## config.mk

```make
export PLATFORM = sky130hd
export DESIGN_NAME = simon_uart_host_link
export DESIGN_NICKNAME = d
export VERILOG_FILES = /design/src/rtl/simon_uart_host_link.sv
export SDC_FILE = /design/constraint.sdc
export NUM_CORES = 1
export LEC_CHECK = 0
export CAP_MARGIN = 20
export CELL_PAD_IN_SITES_DETAIL_PLACEMENT = 0
export CELL_PAD_IN_SITES_GLOBAL_PLACEMENT = 1
export CORE_ASPECT_RATIO = 1.4
export CORE_MARGIN = 8
export CORE_UTILIZATION = 41
export DETAILED_ROUTE_END_ITERATION = 10
export MAX_ROUTING_LAYER = met4
export PLACE_DENSITY = 0.77
export SLEW_MARGIN = 5
export SYNTH_ARGS = -nofsm -noshare
export SYNTH_HDL_FRONTEND = slang
export SYNTH_SLANG_ARGS = --single-unit
```

## constraint.sdc

```tcl
create_clock -name clk -period 2.52 [get_ports clk]
set_clock_uncertainty 0.1 [all_clocks]
set_input_delay 0.252 -clock clk [delete_from_list [all_inputs] [get_ports clk]]
set_output_delay 0.252 -clock clk [all_outputs]
set_load 0.005 [all_outputs]
```

## src/rtl/simon_uart_host_link.sv

```systemverilog
// Host-side endpoint of the Simon cipher UART link: sends a 13-byte 8N1 request
// {mode, key, plaintext} and assembles the 4-byte response into a 32-bit word.
module simon_uart_host_link #(
   parameter int CLKS_PER_BIT = 868,
   parameter int RESP_TIMEOUT = 2_000_000
) (
   input  logic        clk,
   input  logic        rst,
   input  logic        start,
   input  logic        mode,
   input  logic [63:0] key,
   input  logic [31:0] plntxt,
   input  logic        rxd_in,
   output logic        txd_out,
   output logic        busy,
   output logic [31:0] result,
   output logic        result_valid,
   output logic        timeout_err,
   output logic        frame_err
);
   localparam int CW = $clog2(CLKS_PER_BIT);
   localparam int TW = $clog2(RESP_TIMEOUT);
   localparam logic [CW-1:0] BIT_LAST  = CW'(CLKS_PER_BIT - 1);
   localparam logic [CW-1:0] HALF_LAST = CW'(CLKS_PER_BIT / 2 - 1);
   localparam logic [CW-1:0] CNT_ONE   = CW'(1);
   localparam logic [TW-1:0] TMO_LAST  = TW'(RESP_TIMEOUT - 1);
   localparam logic [TW-1:0] TMO_ONE   = TW'(1);

   typedef enum logic [2:0] {
      S_IDLE      = 3'd0,
      S_TX_BIT    = 3'd1,
      S_WAIT_RESP = 3'd2,
      S_RX_BIT    = 3'd3,
      S_DONE      = 3'd4
   } state_t;

   state_t         r_state;
   logic [103:0]   r_frame;
   logic [CW-1:0]  r_clk_cnt;
   logic [3:0]     r_bit_idx;
   logic [3:0]     r_byte_cnt;
   logic [TW-1:0]  r_tmo_cnt;
   logic           r_rx_s1;
   logic           r_rx_s2;
   logic           r_rx_prev;
   logic [7:0]     r_rx_byte;
   logic [31:0]    r_resp;
   logic           r_txd;
   logic           r_busy;
   logic [31:0]    r_result;
   logic           r_valid;
   logic           r_tmo_err;
   logic           r_frm_err;

   logic           w_rx_fall;
   logic           w_bit_end;
   logic [7:0]     w_tx_byte;

   assign w_rx_fall = r_rx_prev & ~r_rx_s2;
   assign w_bit_end = (r_clk_cnt == BIT_LAST);
   assign w_tx_byte = r_frame[103:96];

   assign txd_out      = r_txd;
   assign busy         = r_busy;
   assign result       = r_result;
   assign result_valid = r_valid;
   assign timeout_err  = r_tmo_err;
   assign frame_err    = r_frm_err;

   // Two-flop synchronizer for rxd_in plus one delayed copy for falling-edge detection
   always_ff @(posedge clk or negedge rst) begin
      if (!rst) begin
         r_rx_s1   <= 1'b1;
         r_rx_s2   <= 1'b1;
         r_rx_prev <= 1'b1;
      end else begin
         r_rx_s1   <= rxd_in;
         r_rx_s2   <= r_rx_s1;
         r_rx_prev <= r_rx_s2;
      end
   end

   // Transaction FSM: serializer, response deserializer, timeout and status pulses
   always_ff @(posedge clk or negedge rst) begin
      if (!rst) begin
         r_state    <= S_IDLE;
         r_frame    <= 104'd0;
         r_clk_cnt  <= '0;
         r_bit_idx  <= 4'd0;
         r_byte_cnt <= 4'd0;
         r_tmo_cnt  <= '0;
         r_rx_byte  <= 8'd0;
         r_resp     <= 32'd0;
         r_txd      <= 1'b1;
         r_busy     <= 1'b0;
         r_result   <= 32'd0;
         r_valid    <= 1'b0;
         r_tmo_err  <= 1'b0;
         r_frm_err  <= 1'b0;
      end else begin
         r_valid   <= 1'b0;
         r_tmo_err <= 1'b0;
         r_frm_err <= 1'b0;
         case (r_state)
            S_IDLE: begin
               r_txd <= 1'b1;
               if (start) begin
                  r_frame    <= {7'd0, mode, key, plntxt};
                  r_txd      <= 1'b0;
                  r_busy     <= 1'b1;
                  r_clk_cnt  <= '0;
                  r_bit_idx  <= 4'd0;
                  r_byte_cnt <= 4'd0;
                  r_state    <= S_TX_BIT;
               end else begin
                  r_state <= S_IDLE;
               end
            end
            S_TX_BIT: begin
               if (w_bit_end) begin
                  r_clk_cnt <= '0;
                  if (r_bit_idx == 4'd9) begin
                     r_bit_idx <= 4'd0;
                     if (r_byte_cnt == 4'd12) begin
                        r_byte_cnt <= 4'd0;
                        r_tmo_cnt  <= '0;
                        r_txd      <= 1'b1;
                        r_state    <= S_WAIT_RESP;
                     end else begin
                        r_byte_cnt <= r_byte_cnt + 4'd1;
                        r_frame    <= {r_frame[95:0], 8'd0};
                        r_txd      <= 1'b0;
                     end
                  end else begin
                     // Index 0..7 completing means data bit of the same index goes out next
                     r_bit_idx <= r_bit_idx + 4'd1;
                     r_txd     <= (r_bit_idx == 4'd8) ? 1'b1 : w_tx_byte[r_bit_idx[2:0]];
                  end
               end else begin
                  r_clk_cnt <= r_clk_cnt + CNT_ONE;
               end
            end
            S_WAIT_RESP: begin
               if (w_rx_fall) begin
                  r_clk_cnt <= '0;
                  r_bit_idx <= 4'd0;
                  r_tmo_cnt <= '0;
                  r_state   <= S_RX_BIT;
               end else if (r_tmo_cnt == TMO_LAST) begin
                  r_tmo_err <= 1'b1;
                  r_busy    <= 1'b0;
                  r_state   <= S_IDLE;
               end else begin
                  r_tmo_cnt <= r_tmo_cnt + TMO_ONE;
               end
            end
            S_RX_BIT: begin
               if (r_bit_idx == 4'd0) begin
                  if (r_clk_cnt == HALF_LAST) begin
                     r_clk_cnt <= '0;
                     if (r_rx_s2) begin
                        r_state <= S_WAIT_RESP;
                     end else begin
                        r_bit_idx <= 4'd1;
                     end
                  end else begin
                     r_clk_cnt <= r_clk_cnt + CNT_ONE;
                  end
               end else if (w_bit_end) begin
                  r_clk_cnt <= '0;
                  if (r_bit_idx == 4'd9) begin
                     r_bit_idx <= 4'd0;
                     if (!r_rx_s2) begin
                        r_frm_err <= 1'b1;
                        r_busy    <= 1'b0;
                        r_state   <= S_IDLE;
                     end else if (r_byte_cnt == 4'd3) begin
                        r_resp  <= {r_resp[23:0], r_rx_byte};
                        r_state <= S_DONE;
                     end else begin
                        r_resp     <= {r_resp[23:0], r_rx_byte};
                        r_byte_cnt <= r_byte_cnt + 4'd1;
                        r_state    <= S_WAIT_RESP;
                     end
                  end else begin
                     r_rx_byte <= {r_rx_s2, r_rx_byte[7:1]};
                     r_bit_idx <= r_bit_idx + 4'd1;
                  end
               end else begin
                  r_clk_cnt <= r_clk_cnt + CNT_ONE;
               end
            end
            S_DONE: begin
               r_result <= r_resp;
               r_valid  <= 1'b1;
               r_busy   <= 1'b0;
               r_state  <= S_IDLE;
            end
            default: begin
               r_txd   <= 1'b1;
               r_busy  <= 1'b0;
               r_state <= S_IDLE;
            end
         endcase
      end
   end
endmodule

```

==> flow_metrics.env <==
export IMPL_status="finished clean"
export IMPL_switching_power_uw=2157
export IMPL_end_kind="flop"
export IMPL_drc=0
export IMPL_nets=1111
export IMPL_insertion_delay_ps=520
export IMPL_cts_buffer_depth=3
export IMPL_cts_buffers=25
export IMPL_synth_top_family_by_area="multiplexers"
export IMPL_portBuffers=137
export IMPL_grt_overflow_total=0
export IMPL_worstSetupPathType="reg -> reg"
export IMPL_synth_nets=953
export IMPL_cp_num_buf_inv=1
export IMPL_crit_path_max_fanout=7
export IMPL_coreArea_mm2=0.02619
export IMPL_grt_pass1_vias=7541
export IMPL_synthMuxAreaShare_pct=29.75
export IMPL_required_ps=2860
export IMPL_drv_cap=0
export IMPL_root_buffer="clkbuf_16"
export IMPL_p_seq_share_pct=44.7
export IMPL_cpLargestDelayFamily="simple AND/OR/NAND/NOR gates"
export IMPL_synth_seq_cells=226
export IMPL_path_clk_slew_ps=60
export IMPL_detail_route_antenna_nets=0
export IMPL_mappedNetlistArea_mm2=0.01093
export IMPL_wirelength_um=24470
export IMPL_preCtsSetupSlack_ps=80.17
export IMPL_fmax_mhz=406.4
export IMPL_cts_tree="built"
export IMPL_synthXorXnorAreaFrac_pct=0.2404
export IMPL_avgViaCountPerCell=5.296
export IMPL_peakVddDrop_v=0.0004251
export IMPL_synth_cell_types=62
export IMPL_worst_slew_pin_slew_ps=671.9
export IMPL_hold_viol_final=0
export IMPL_slew_headroom_pct=54.79
export IMPL_cp_slowest_cell="or4_4"
export IMPL_die_w_um=154.0
export IMPL_setup_ws_ps=59.11
export IMPL_gp_congestion=0.8250
export IMPL_path_cells="ha_2, nand4bb_1, or4_4, buf_4, a2bb2o_4, or4_4, o211ai_2"
export IMPL_finish_utilization_pct=52.82
export IMPL_powerDensity_mw_per_mm2=661.5
export IMPL_detail_route_wl_per_cell_um=18.22
export IMPL_crit_arrival_ps=2800
export IMPL_ys_warn_count=0
export IMPL_critical_path_most_common_cell="or4_4"
export IMPL_synthFlopType="dfrtp_1"
export IMPL_power_static_leakage_uw=0.006453
export IMPL_max_stage_delay_ps=550
export IMPL_synth_top_area_cell="dfrtp_1"
export IMPL_synthAdderAreaFrac_pct=0.9156
export IMPL_synth_async_reset_ratio_pct=100.0
export IMPL_core_rowCount=70
export IMPL_swShare_pct=23.57
export IMPL_yosysSeqAreaShare_pct=51.78
export IMPL_detail_route_iter0_violations=269
export IMPL_synth_compound_area_share_pct=5.952
export IMPL_dieArea_mm2=0.03222
export IMPL_period_share_pct=97.65
export IMPL_finalSetupViolCount=0
export IMPL_fp_dieH_um=209.2
export IMPL_pin_count=138
export IMPL_netlist_instances=844
export IMPL_pwr_share_comb_pct=13.1
export IMPL_start_util_pct=41.74
export IMPL_grt_pass1_wl_um=39990
export IMPL_startpoint_type="flop"
export IMPL_cts_htree_levels=1
export IMPL_area_growth_pct=26.53
export IMPL_cts_sinks=226
export IMPL_antenna_found_initial=0
export IMPL_hold_path_class="in -> reg"
export IMPL_nFillCells=2269
export IMPL_grtUsageTotal_pct=15.45
export IMPL_hpwl_um=17170
export IMPL_internal_power_uw=6993
export IMPL_vias=7113
export IMPL_slew_viol_final=0
export IMPL_netlist_area_leader_share_pct=50.82
export IMPL_firstDrtPassIters=4
export IMPL_power_frac_clock_pct=42.3
export IMPL_tns_ps=0
export IMPL_diodes=0
export IMPL_synth_edf_count=0
export IMPL_drive_above_1_share_pct=36.31
export IMPL_synth_area_leaders="dfrtp_1, mux2_2, mux2_4"
export IMPL_grt_max_degree=64
export IMPL_synth_area_per_cell_um2=12.95
export IMPL_synth_simple_area_share_pct=8.367
export IMPL_min_period_ps=2461
-- area by class of cell --
| cell class | count | area [um2] | area share, % |
|---|---|---|---|
| clock inverter | 13 | 183.9 | 1.330 |
| timing repair buffer | 181 | 1852 | 13.39 |
| clock buffer | 31 | 698.2 | 5.047 |
| sequential | 226 | 5662 | 40.93 |
| inverter | 16 | 60.06 | 0.4342 |
| multi-input combinational | 552 | 4971 | 35.94 |
| tap | 324 | 405.4 | 2.931 |
-- path summary, 6_finish.rpt --
kind	startpoint	end	slack [ps]	cells after the start
worst max-delay path	r_clk_cnt[1]$_DFFE_PN0P_	r_byte_cnt[3]$_DFFE_PN0P_	60	7
worst min-delay path	rxd_in	r_rx_s1$_DFF_PN1_	60	1
worst max register to register	r_clk_cnt[1]$_DFFE_PN0P_	r_byte_cnt[3]$_DFFE_PN0P_	60	7
worst min register to register	r_rx_s1$_DFF_PN1_	r_rx_s2$_DFF_PN1_	260	0
max in group asynchronous	rst	r_rx_prev$_DFF_PN1_	1470	3
min in group asynchronous	rst	r_tmo_cnt[16]$_DFFE_PN0P_	190	2
-- layout by cell type, fill, tap and decap left out, types with 4 or more instances in the layout --
| cell | n |
|---|---|
| a31oi_1 | 15 |
| mux2i_1 | 8 |
| and3_1 | 7 |
| buf_12 | 10 |
| nor2_1 | 29 |
| o21ai_0 | 37 |
| bufinv_16 | 4 |
| mux2_4 | 53 |
| dfstp_2 | 4 |
| ha_1 | 7 |
| nand2_1 | 39 |
| clkbuf_16 | 26 |
| buf_4 | 32 |
| clkdlybuf4s50_1 | 136 |
| nand4_1 | 12 |
| clkbuf_8 | 5 |
| nand3_1 | 15 |
| nor2b_1 | 13 |
| nand2b_1 | 5 |
| inv_1 | 16 |
| mux2_2 | 207 |
| nor3_1 | 10 |
| nor4_1 | 7 |
| a21o_1 | 5 |
| a21oi_1 | 16 |
| dfrtp_1 | 221 |
-- power by group through the flow --
stage                     sequential [uW]  clock [uW]  combinational [uW]
after floorplan                      4090           0                 723
after global placement               4140           0                1170
after detailed placement             4150           0                1200
after CTS                            4090        3990                1210
after global routing                 4120        4110                1320
final                                4090        3870                1200
-- layer usage --
layer  track usage, %  share of wire, %
met1            18.39                42
met2            25.96                50
met3            3.573               5.6
met4            3.999               1.8
met5                -                 0
-- registers in the layout (all words and copies together) (netlist names), 3 cells and up --
name	count
r_state	3
r_rx_byte	8
r_resp	32
r_byte_cnt	4
r_bit_idx	4
r_clk_cnt	10
r_frame	104
result	32
r_tmo_cnt	21
-- repair_timing --
action                                  in CTS  in global routing
resized for setup                            0                  5
endpoints found under the hold margin       57                  0
buffers inserted                             0                  1
endpoints found under the setup margin       0                 58
hold buffers                                 1                  0
-- logic make-up (layout without fill, tap and decap cells) --
group,count (synthesis),count (layout)
DFF,226,226
AOI/OAI and AO/OA,103,103
and+or+nand+nor,168,168
muxes,270,270
xor gates and xnor gates,3,3
adders and majority gates,8,8
buffers and inverters,66,241
-- stage by stage --
step	total power (uW)	std cells	hold slack, ps	cell area (um2)
2_1_floorplan	4813	844	-143.6	10930
3_3_place_gp	5318	1296	150.5	12900
3_5_place_dp	5348	1296	149.5	12900
4_1_cts	9279	1341	41.98	13790
5_1_grt	9540	1343	49.43	13830
6_report	9150	1343	55.15	13830
-- synth_stat cells, types with 4 or more instances --
cell type and count:
nand2b_1 5, buf_2 10, nor2b_1 13, mux2i_1 8, inv_1 16, a21oi_1 16, nand4_1 12, nor2_1 31
dfstp_2 4, mux2_2 207, ha_1 8, nand3_1 15, a21o_1 5, and3_1 7, mux2_4 53, dfrtp_1 222
buf_4 4, clkbuf_1 27, nor3_1 10, buf_6 7, nand2_1 39, nor4_1 7, a31oi_1 15, o21ai_0 37
(Power assumes the default switching activity.)
